===== src/rtl/nn_pkg.sv =====
// Shared constants and state encoding for the fully-connected node interface.
package nn_pkg;

    localparam int DATA_W = 32;
    localparam int NUM_IN = 5;

    typedef enum logic [1:0] {
        FILL,
        HOLD,
        OUT
    } state_t;

endpackage


===== src/rtl/node_frame_feeder.sv =====
// Collects five serial activations into a parallel frame for one layer node,
// waits out the node pipeline, then returns the node output as one result word.
module node_frame_feeder
    import nn_pkg::*;
#(
    parameter int LATENCY     = 3,
    parameter int FRAME_CNT_W = 16
) (
    input  logic                   clk,
    input  logic                   reset,
    input  logic [DATA_W-1:0]      in_data,
    input  logic                   in_valid,
    output logic                   in_ready,
    output logic [DATA_W-1:0]      A0x,
    output logic [DATA_W-1:0]      A1x,
    output logic [DATA_W-1:0]      A2x,
    output logic [DATA_W-1:0]      A3x,
    output logic [DATA_W-1:0]      A4x,
    input  logic [DATA_W-1:0]      node_result,
    output logic [DATA_W-1:0]      res_data,
    output logic                   res_valid,
    input  logic                   res_ready,
    output logic                   busy,
    output logic [FRAME_CNT_W-1:0] frame_cnt
);

    // The wait counter must still hold one bit when LATENCY is zero.
    localparam int                CNT_W    = (LATENCY < 1) ? 1 : $clog2(LATENCY + 1);
    localparam logic [CNT_W-1:0]  LAT_C    = CNT_W'(LATENCY);
    localparam logic [2:0]        LAST_IDX = 3'(NUM_IN - 1);

    state_t                   r_state;
    state_t                   w_stateNext;
    logic [2:0]               r_idx;
    logic [CNT_W-1:0]         r_cnt;
    logic [DATA_W-1:0]        r_slot [NUM_IN];
    logic [DATA_W-1:0]        r_resData;
    logic                     r_resValid;
    logic [FRAME_CNT_W-1:0]   r_frameCnt;
    logic                     w_inReady;
    logic                     w_accept;
    logic                     w_lastWord;
    logic                     w_capture;
    logic                     w_resDone;

    always_ff @(posedge clk) begin
        if (reset) begin
            r_state <= FILL;
        end else begin
            r_state <= w_stateNext;
        end
    end

    always_comb begin
        w_stateNext = r_state;
        w_inReady   = 1'b0;
        w_accept    = 1'b0;
        w_lastWord  = 1'b0;
        w_capture   = 1'b0;
        w_resDone   = 1'b0;
        case (r_state)
            FILL: begin
                w_inReady  = 1'b1;
                w_accept   = in_valid;
                w_lastWord = in_valid && (r_idx == LAST_IDX);
                if (w_lastWord) begin
                    w_stateNext = HOLD;
                end
            end
            HOLD: begin
                // Frame is held stable until the node pipeline has settled.
                if (r_cnt == LAT_C) begin
                    w_capture   = 1'b1;
                    w_stateNext = OUT;
                end
            end
            OUT: begin
                w_resDone = r_resValid && res_ready;
                if (w_resDone) begin
                    w_stateNext = FILL;
                end
            end
            default: begin
                w_stateNext = FILL;
            end
        endcase
    end

    always_ff @(posedge clk) begin
        if (reset) begin
            r_idx      <= '0;
            r_cnt      <= '0;
            r_resData  <= '0;
            r_resValid <= 1'b0;
            r_frameCnt <= '0;
            for (int i = 0; i < NUM_IN; i++) begin
                r_slot[i] <= '0;
            end
        end else begin
            if (w_accept) begin
                r_slot[r_idx] <= in_data;
                r_idx         <= w_lastWord ? 3'd0 : r_idx + 3'd1;
            end
            if (w_lastWord) begin
                r_cnt <= '0;
            end else if (r_state == HOLD && !w_capture) begin
                r_cnt <= r_cnt + CNT_W'(1);
            end
            // node_result is sampled exactly once per frame, on the capture edge.
            if (w_capture) begin
                r_resData  <= node_result;
                r_resValid <= 1'b1;
            end
            if (w_resDone) begin
                r_resValid <= 1'b0;
                r_frameCnt <= r_frameCnt + FRAME_CNT_W'(1);
            end
        end
    end

    assign in_ready  = w_inReady;
    assign A0x       = r_slot[0];
    assign A1x       = r_slot[1];
    assign A2x       = r_slot[2];
    assign A3x       = r_slot[3];
    assign A4x       = r_slot[4];
    assign res_data  = r_resData;
    assign res_valid = r_resValid;
    assign busy      = (r_state != FILL);
    assign frame_cnt = r_frameCnt;

endmodule


===== config.mk =====
export PLATFORM = sky130hd
export DESIGN_NAME = node_frame_feeder
export DESIGN_NICKNAME = d
export VERILOG_FILES = /design/src/rtl/nn_pkg.sv /design/src/rtl/node_frame_feeder.sv
export SDC_FILE = /design/constraint.sdc
export NUM_CORES = 1
export LEC_CHECK = 0
export ABC_AREA = 1
export BUFFER_PORTS_ARGS = -buffer_cell sky130_fd_sc_hd__buf_2
export CAP_MARGIN = 10
export CORE_UTILIZATION = 50
export CTS_CLUSTER_DIAMETER = 200
export CTS_CLUSTER_SIZE = 14
export DETAILED_ROUTE_END_ITERATION = 10
export PLACE_DENSITY = 0.88
export SETUP_SLACK_MARGIN = 0.4
export SYNTH_ARGS = -nofsm -noshare
export SYNTH_HDL_FRONTEND = slang
export SYNTH_SLANG_ARGS = --single-unit

===== constraint.sdc =====
create_clock -name clk -period 3.53 [get_ports clk]
set_clock_uncertainty 0.2 [all_clocks]
set_input_delay 0.353 -clock clk [delete_from_list [all_inputs] [get_ports clk]]
set_output_delay 0.353 -clock clk [all_outputs]
set_load 0.03 [all_outputs]

==> results of run 1 <==
==> stage by stage <==
| stage | setup slack [ns] | std cells | total power, uW | hold WS [ns] | area (um^2) |
|---|---|---|---|---|---|
| floorplan | 1.03 | 684 | 3250 | 0.310 | 8200 |
| finish | 0.968 | 1217 | 5260 | 0.0398 | 10500 |
| global placement | 0.991 | 1154 | 3420 | 0.228 | 9700 |
| CTS | 0.888 | 1217 | 5290 | 0.00342 | 10500 |
| global route | 0.763 | 1217 | 5410 | 0.0366 | 10500 |
| detailed placement | 0.912 | 1154 | 3430 | 0.232 | 9700 |
==> critical path, cell delays in order, from the launching register on <==
cell and delay (ns):
sky130_fd_sc_hd__dfxtp_1 0.36, sky130_fd_sc_hd__nor2_4 0.17, sky130_fd_sc_hd__nand2_4 0.10, sky130_fd_sc_hd__nor2_8 0.17, sky130_fd_sc_hd__nand3_4 0.37, sky130_fd_sc_hd__nand2_2 0.80
==> where the power goes <==
group	switching, uW	total, uW	internal, uW
Sequential	34.8	2870	2830
Clock	847	1860	1010
Combinational	398	538	140
Total	1280	5260	3980
==> routing by layer <==
| metal | global-route usage (%) | share of wire [%] | wire, um |
|---|---|---|---|
| met3 | 4.92 | 8.8 | 1760 |
| met4 | 6.84 | 1.9 | 375 |
| met5 | 0 | 0 | 0 |
| met2 | 41.4 | 51 | 10300 |
| met1 | 27.0 | 38 | 7590 |
==> state kept, by name (all words and copies together) (netlist names) <==
signal and count:
frame_cnt 16, r_cnt 2, r_idx 3, r_slot 160, r_state 2, res_data 32, res_valid 1
==> cell type report <==
type / count / area, um^2
fill: 1142 / 5400
clock inverter: 1 / 8.76
tap: 216 / 270
multi-input combinational: 345 / 1710
clock buffer: 31 / 520
inverter: 93 / 349
timing repair buffer: 315 / 1760
sequential: 216 / 5930
==> placed cells by master, fill, tap and decap left out, drive strengths merged, types with 31 or more instances in the layout <==
cell	count
dlygate4sd3	31
inv	94
dfxtp	56
a21oi	41
nand2	37
clkbuf	31
nor2	191
buf	284
o21ai	41
edfxtp	160
==> cells by family (layout without fill, tap and decap cells) <==
family / after synthesis / after routing
adder cells (fa/ha/maj): 4 / 4
XOR/XNOR: 4 / 4
buffers and inverters: 123 / 440
flip-flops: 216 / 216
multiplexers: 1 / 1
AND/OR/NAND/NOR: 252 / 252
AO/OA/AOI/OAI: 84 / 84
==> what timing repair did <==
| item | in CTS | in global routing |
|---|---|---|
| endpoints found under the setup margin | 0 | 0 |
| hold buffers | 31 | 0 |
| setup buffers | 0 | 0 |
| hold endpoints to repair | 31 | 0 |
==> worst max-delay path by stage <==
stage          cells after the start       endpoint  slack, ns
3_3_place_gp                       4  r_slot[3][16]       0.99
3_5_place_dp                       5  r_slot[3][16]       0.91
4_1_cts                            5  r_slot[3][15]       0.89
2_1_floorplan                      6   r_slot[4][0]       1.03
6_report                           5  r_slot[3][15]       0.97
5_1_grt                            5  r_slot[3][19]       0.76
==> impl_metrics.tcl, run 1 <==
set metrics [dict create \
    ctsResizeCount 0 \
    crit_path_launch "r_state[0]" \
    synth_nets 756 \
    final_core_util_pct 66.1 \
    overall_fraction_of_global_route_tracks_in_use_pct 22.8 \
    io_pins 279 \
    drt-pass1-iter-count 5 \
    yosysSeqAreaShare_pct 72.3 \
    reg2reg_from "r_state[0]" \
    synth_fa_ha_area_share_pct 0.611 \
    synth_simple_gate_area_share_pct 14.3 \
    dp_hpwl_um 13000 \
    tightest_slew_ns 0.912 \
    timing_hold_violations_final 0 \
    post-synth-top-area-fraction_pct 58.6 \
    timing.hold.worst_endpoint "frame_cnt[10]" \
    finalCriticalPeriod_ns 2.56 \
    drt_iter0_drc 484 \
    final_min_period_over_clock_period_pct 72.6 \
    slew_headroom_pct 39.0 \
    design.die.area_um2 16900 \
    worstRegToRegCells 5 \
    worst-r2r-setup-slack_ns 0.97 \
    power.density_cell_area_nw_per_um2 499 \
    critPathMaxFanout 33 \
    start_util_pct 51.4 \
    r2r_end "r_slot[3][15]" \
    irDropWorstVdd_v 0.000327 \
    synth-xor-area-share_pct 0.427 \
    startpoint_type "flip-flop" \
    mappedNetlistArea_um2 8200 \
    synth-edff-count 160 \
    numCtsBuffers 19 \
    timing.final.setup_violations 0 \
    postSynthRegisterBits 216 \
    clk_transition_reported_paths_ns 0.07 \
    most_repeated_cell_in_the_gate_level_netlist_after_synthesis "sky130_fd_sc_hd__edfxtp_1" \
    cts.sink_count 216 \
    timing.critical_path.required_ns 3.42 \
    avgRoutedWirePerCell_um 16.4 \
    timing.hold.worst.class "input port to flip-flop" \
    clock_tree.root_cell "sky130_fd_sc_hd__clkbuf_16" \
    syn_avg_cell_area_um2 12.0 \
    async_flop_share_pct 0 \
    routabilityCongestion 0.816 \
    synth_top_family_by_area "simple AND/OR/NAND/NOR gates" \
    final_layout_size_suffix_gt1_share_pct 35.0 \
    min_from "reset" \
    slew_viol_final 0 \
    io_buffer_count 278 \
    min_delay_path_depth 2 \
    routed_wl_um 20000 \
    mux_contribution_to_synthesized_area_pct 0.137 \
    fraction_of_the_mapped_netlist_area_in_compound_gates_pct 5.19 \
    cts_tree "yes" \
    synth_top_cell_by_area "sky130_fd_sc_hd__edfxtp_1" \
    rsz_0062_raised_after_global_routing "no" \
    run_status "completed" \
    initial_antenna_violation_count 0 \
    worst_setup_path_end_kind "flip-flop" \
    worst_setup_path_category "flip-flop to flip-flop" \
    maximum_number_of_pins_on_one_net_before_global_route_repair 67 \
    syn_inst 684 \
    clock_path_buffers 3 \
    grt_pass1_vias 5612 \
    num_vias 6047 \
    area_growth_syn_to_layout_pct 28.6 \
    worst_skew_pair.late_latency_ns 0.47 \
    design.core.area_um2 15900 \
    power.leakage_uw 0.00473 \
    wire_length_of_the_first_global_routing_pass_um 29100 \
    die_w_um 130 \
    timing.fmax_mhz 390 \
    clock_tree.htree_level_count 1 \
    synth_commonest_cells "sky130_fd_sc_hd__edfxtp_1 (160), sky130_fd_sc_hd__nor2_1 (158), sky130_fd_sc_hd__inv_1 (93)" \
    detail-route-antenna-nets 0 \
    die_h_um 130 \
    yosys-top-cells-area "sky130_fd_sc_hd__edfxtp_1 (59%), sky130_fd_sc_hd__dfxtp_1 (14%), sky130_fd_sc_hd__nor2_1 (7.2%)" \
    diode_insertion_count_for_antenna_repair 0 \
    setup_tns_ns 0 \
    floorplan.rows 46 \
    fin_nets 1062 \
    grt.overflow.total 0 \
    crit_arrival_ns 2.46 \
    yosysUniqueCellTypes 30 \
    synthesis.yosys.warnings 0 \
    drt_drc 0 \
    drv.max_cap_violation_count 0 \
    synth_ff_type "sky130_fd_sc_hd__edfxtp_1" \
    post_drt_via_cell_ratio 4.97 \
]
Power figures use the tool's default switching activity.
==> run 2, diff against run 1 <==
Clock period 3.53 ns to 2.55 ns, I/O delays scaled along.
==> run 2 against run 1 <==
Cell area rose by 4.6%. Count of clock-buffer cells in the layout increased by 1. Sequential cell count unchanged. Sequential power increased by 38%. Non-clock buffer count increased by 45. Clock power increased by 40%. Via count up 2.9%. Register-to-register slack got worse by 0.41 ns.
==> impl_metrics.tcl, run 2 (synthesis results as in run 1) <==
set metrics [dict create \
    run_status "completed" \
    drt_iter0_drc 408 \
    detailedPlace.worstSlack_ns 0.551 \
    start_util_pct 51.4 \
    final_min_period_over_clock_period_pct 81.2 \
    worst_setup_path_end_kind "flip-flop" \
    fin_nets 1107 \
    die_h_um 130 \
    io_pins 279 \
    power.leakage_uw 0.00494 \
    power.total_uw 7380 \
    design.core.area_um2 15900 \
    routabilityCongestion 0.791 \
    layout.cells.most_common "sky130_fd_sc_hd__buf_2" \
    slew_headroom_pct 62.8 \
    timing.hold.worst.class "flip-flop to flip-flop" \
    critPathTopFamily "buffers and inverters" \
    detail-route-antenna-nets 0 \
    startpoint_type "input port" \
    drt-pass1-iter-count 5 \
    overall_fraction_of_global_route_tracks_in_use_pct 24.7 \
    crit_arrival_ns 2.02 \
    setup_tns_ns 0 \
    slew_viol_final 0 \
    avgRoutedWirePerCell_um 16.8 \
    clk_transition_reported_paths_ns 0.06 \
    drt_drc 0 \
    layout.cells.most_common_list "sky130_fd_sc_hd__buf_2 (278), sky130_fd_sc_hd__edfxtp_1 (160), sky130_fd_sc_hd__nor2_1 (158)" \
    filler_cell_count 1047 \
    timing_hold_violations_final 0 \
    post_drt_via_cell_ratio 4.93 \
    wire_length_of_the_first_global_routing_pass_um 31400 \
    tightest_slew_ns 0.558 \
    timing.critical_path.required_ns 2.50 \
    postLayoutSetupSlackWorst_ns 0.479 \
    num_vias 6221 \
    number_of_buffers_and_inverters_on_the_critical_path 4 \
    floorplan.rows 46 \
    crit_cells 6 \
    drv.max_cap_violation_count 0 \
    dpl-instance-area_um2 9810 \
    clock_tree.root_cell "sky130_fd_sc_hd__clkbuf_16" \
    crit_path_cell_trace "dlygate4sd3_1, buf_2, inv_1, nand3_2, nand2_2, buf_4" \
    largest_register_ff_count 160 \
    io_buffer_count 278 \
    area_growth_syn_to_layout_pct 34.6 \
    numCtsBuffers 19 \
    dp_hpwl_um 13000 \
    maximum_number_of_pins_on_one_net_before_global_route_repair 39 \
    timing.fmax_mhz 483 \
    final_layout_size_suffix_gt1_share_pct 34.4 \
    grt_pass1_vias 6014 \
    min_delay_path_depth 2 \
    worst_skew_pair.late_latency_ns 0.48 \
    cts_tree "yes" \
    irDropWorstVdd_v 0.000527 \
    initial_antenna_violation_count 0 \
    max_stage_delay_ns 0.53 \
    clock_tree.htree_level_count 1 \
    diode_insertion_count_for_antenna_repair 0 \
    design.die.area_um2 16900 \
    top_register "r_slot" \
    routed_wl_um 21200 \
    die_w_um 130 \
    rsz_0062_raised_after_global_routing "yes" \
    worst_setup_path_category "input port to flip-flop" \
    finalCriticalPeriod_ns 2.07 \
    clock_path_buffers 3 \
    critPathMaxFanout 19 \
    grt.overflow.total 0 \
    standard_cell_with_the_maximum_stage_delay_on_the_critical_path "sky130_fd_sc_hd__dlygate4sd3_1" \
    timing.final.setup_violations 0 \
    hold_slack_ns 0.247 \
    power.density_cell_area_nw_per_um2 669 \
    cts.sink_count 216 \
    worstRegToRegCells 6 \
    stdcell_area_um2 11000 \
]
==> run 2: changes by cell type in the layout (fill, tap and decap cells not counted) <==
cell,before,now
sky130_fd_sc_hd__dlygate4sd3_1,31,68
sky130_fd_sc_hd__nand3_2,2,1
sky130_fd_sc_hd__nand2_2,3,4
sky130_fd_sc_hd__buf_4,5,10
sky130_fd_sc_hd__nand2_4,1,2
sky130_fd_sc_hd__nand3_4,4,5
sky130_fd_sc_hd__nand2_1,33,31
sky130_fd_sc_hd__buf_12,1,4
sky130_fd_sc_hd__clkbuf_1,12,13
==> run 2: repair_timing <==
item | 4_1_cts | 5_1_grt
endpoints found under the setup margin | 0 | 4
endpoints found under the hold margin | 189 | 0
buffers inserted | 0 | 0
hold buffers | 68 | 0
gates resized for setup | 0 | 1
==> run 2: layout make-up <==
class	instances	area (um^2)	share of cell area, %
multi-input cells	345	1720	15.6
inverters	93	349	3.17
clock buffers	32	524	4.75
flip-flops and latches	216	5930	53.7
well taps	216	270	2.45
repair buffers	360	2230	20.2
clock inverters	1	8.76	0.0794
==> run 2: worst reg2reg max path, cell delays in order, from the launching register on <==
cell and delay, ns:
sky130_fd_sc_hd__dfxtp_1 0.39, sky130_fd_sc_hd__nor2_4 0.20, sky130_fd_sc_hd__nand2_4 0.11, sky130_fd_sc_hd__nor2_8 0.18, sky130_fd_sc_hd__nand3_4 0.20, sky130_fd_sc_hd__nand2_2 0.14
sky130_fd_sc_hd__buf_12 0.25
==> run 2: where the power goes <==
part / leakage (uW) / switching [uW] / internal, uW
Clock: 0.000254 / 1200 / 1400
Sequential: 0.00211 / 47.6 / 3920
Combinational: 0.00258 / 568 / 243
==> run 2: path summary, 6_finish.rpt <==
| check | start | to | slack (ns) |
|---|---|---|---|
| hold / removal | res_data[25] | res_data[25] | 0.25 |
| setup / recovery | reset | r_slot[2][16] | 0.48 |
| setup reg to reg | r_state[0] | r_slot[0][28] | 0.56 |
| hold reg to reg | res_data[25] | res_data[25] | 0.25 |
==> run 2: layer usage <==
layer	track usage [%]	part of all wire, %	vias to the layer above
met4	9.44	2.8	0
met1	28.3	37	2883
li1	-	-	2938
met5	0	0	-
met3	5.70	9.3	47
met2	44.8	51	353
==> run 2: metrics by stage <==
stage               cells  utilization (%)
finish               1263             69.2
global route         1263             69.2
CTS                  1263             69.1
detailed placement   1162             61.5
global placement     1162             61.5
floorplan             684                -
==> run 3, diff against run 2 <==
Clock period 2.55 ns to 2.1 ns, I/O delays scaled along.
==> run 3 against run 2 <==
Combinational power up 39%. Register-to-register slack worse by 0.20 ns. Die area unchanged. Clock power up 22%. Critical endpoint is now r_slot[4][2].
==> impl_metrics.tcl, run 3 (synthesis results as in run 1) <==
set metrics [dict create \
    run_status "completed" \
    irDropWorstVdd_v 0.000586 \
    min_delay_path_depth 5 \
    worstRegToRegCells 6 \
    layout.cells.most_common "sky130_fd_sc_hd__buf_2" \
    routed_wl_um 24200 \
    r2r_end "r_slot[4][2]" \
    wire_length_of_the_first_global_routing_pass_um 34200 \
    grt_pass1_vias 6510 \
    reg2reg_from "r_state[1]" \
    diode_insertion_count_for_antenna_repair 0 \
    crit_arrival_ns 1.72 \
    timing.fmax_mhz 575 \
    maximum_number_of_pins_on_one_net_before_global_route_repair 47 \
    io_pins 279 \
    fin_nets 1144 \
    critPathMaxFanout 8 \
    timing.hold.worst.class "input port to flip-flop" \
    top_register "r_slot" \
    io_buffer_count 278 \
    worst_skew_pair.late_latency_ns 0.47 \
    design.core.area_um2 15900 \
    clock_tree.htree_level_count 1 \
    layout.cells.most_common_list "sky130_fd_sc_hd__buf_2 (277), sky130_fd_sc_hd__edfxtp_1 (160), sky130_fd_sc_hd__nor2_1 (137)" \
    timing.final.setup_violations 0 \
    initial_antenna_violation_count 0 \
    floorplan.rows 46 \
    startpoint_type "flip-flop" \
    dp_hpwl_um 13300 \
    drt_drc 0 \
    slew_headroom_pct 50.9 \
    design.die.area_um2 16900 \
    routabilityCongestion 0.818 \
    power.leakage_uw 0.00520 \
    clock_tree.root_cell "sky130_fd_sc_hd__clkbuf_16" \
    overall_fraction_of_global_route_tracks_in_use_pct 27.0 \
    cts_tree "yes" \
    p_clk_share_pct 34.8 \
    start_util_pct 51.4 \
    finalCriticalPeriod_ns 1.74 \
    power.total_uw 9090 \
    avgRoutedWirePerCell_um 18.6 \
    num_vias 6640 \
    intPower_uw 6800 \
    post_drt_via_cell_ratio 5.11 \
    rsz_0062_raised_after_global_routing "yes" \
    timing.critical_path.required_ns 2.08 \
    drv.max_cap_violation_count 0 \
    switching_share_pct 25.2 \
    worst_setup_path_end_kind "flip-flop" \
    die_h_um 130 \
    grt.overflow.total 0 \
    timing_hold_violations_final 0 \
    final_min_period_over_clock_period_pct 82.9 \
    timing.hold.worst_endpoint "r_cnt[1]" \
    final_layout_size_suffix_gt1_share_pct 39.5 \
    setup_tns_ns 0 \
    power.density_cell_area_nw_per_um2 774 \
    clock_path_buffers 3 \
    slew_viol_final 0 \
    clk_transition_reported_paths_ns 0.07 \
    tightest_slew_ns 0.736 \
    total_switching_power_uw 2300 \
    p_seq_share_pct 52.8 \
    min_from "reset" \
    worst-r2r-setup-slack_ns 0.36 \
    die_w_um 130 \
    cts.sink_count 216 \
    area_growth_syn_to_layout_pct 43.4 \
    combPwrFrac_pct 12.4 \
    largest_register_ff_count 160 \
    detail-route-antenna-nets 0 \
    drt-pass1-iter-count 7 \
    numCtsBuffers 19 \
    worst_setup_path_category "flip-flop to flip-flop" \
    drt_iter0_drc 553 \
]
==> run 3: changes by cell type in the layout (fill, tap and decap cells not counted), sizes merged <==
cell   before  now
nand3      13   14
nand2      37   51
buf       292  313
==> run 3: area by class of cell <==
class | instances | area, um^2
Clock buffer | 31 | 520
Clock inverter | 1 | 8.76
Fill cell | 961 | 4190
Inverter | 93 | 349
Multi-Input combinational cell | 360 | 2140
Sequential cell | 216 | 5940
Tap cell | 216 | 270
Timing Repair Buffer | 382 | 2530
==> run 3: layer usage <==
layer	routed length (um)	vias to the layer above	share of wire [%]	track usage [%]
li1	-	3031	-	-
met2	12500	411	52	50.2
met5	0	-	0	0
met4	907	0	3.7	11.9
met1	8880	3137	37	29.9
met3	1880	61	7.8	5.29
==> run 3: per-stage QoR <==
stage	worst slack [ns]	area, um^2	cells	util, %	hold slack (ns)
floorplan	0.213	8290	684	-	0.167
global placement	0.319	9850	1162	61.8	0.227
detailed placement	0.270	9850	1162	61.8	0.234
CTS	0.338	11400	1287	71.6	0.00641
global route	0.282	11800	1299	73.7	0.0283
finish	0.360	11800	1299	73.7	0.0179
==> run 3: worst max path at each step <==
stage | from | end | slack [ns] | cells after the start
3_3_place_gp | reset | r_slot[1][12] | 0.32 | 5
6_report | r_state[1] | r_slot[4][2] | 0.36 | 6
5_1_grt | r_state[1] | r_slot[4][2] | 0.28 | 6
3_5_place_dp | r_state[0] | r_slot[1][13] | 0.27 | 5
2_1_floorplan | r_state[1] | r_slot[4][0] | 0.21 | 6
4_1_cts | r_state[0] | r_slot[2][3] | 0.34 | 6
==> run 3: worst max-delay path, cell delays in order (launching register included) <==
cell	delay (ns)
sky130_fd_sc_hd__dfxtp_4	0.36
sky130_fd_sc_hd__nor2_4	0.16
sky130_fd_sc_hd__nand2_4	0.10
sky130_fd_sc_hd__nor2_8	0.17
sky130_fd_sc_hd__nand4_4	0.16
sky130_fd_sc_hd__buf_6	0.18
sky130_fd_sc_hd__nand2_8	0.11
==> run 3: timing repair <==
item | 4_1_cts | 5_1_grt
hold buffers | 68 | 0
endpoints found under the setup margin | 254 | 305
cloned | 11 | 5
resized for setup | 19 | 60
pin swaps | 11 | 11
buffers inserted | 14 | 7
endpoints found under the hold margin | 200 | 0
==> run 3: power groups by stage <==
| stage | Clock (uW) | Combinational [uW] | Sequential (uW) |
|---|---|---|---|
| 2_1_floorplan | 0 | 228 | 5250 |
| 3_3_place_gp | 0 | 876 | 4890 |
| 3_5_place_dp | 0 | 892 | 4900 |
| 4_1_cts | 3160 | 1060 | 4800 |
| 5_1_grt | 3340 | 1190 | 4820 |
| 6_report | 3160 | 1130 | 4800 |
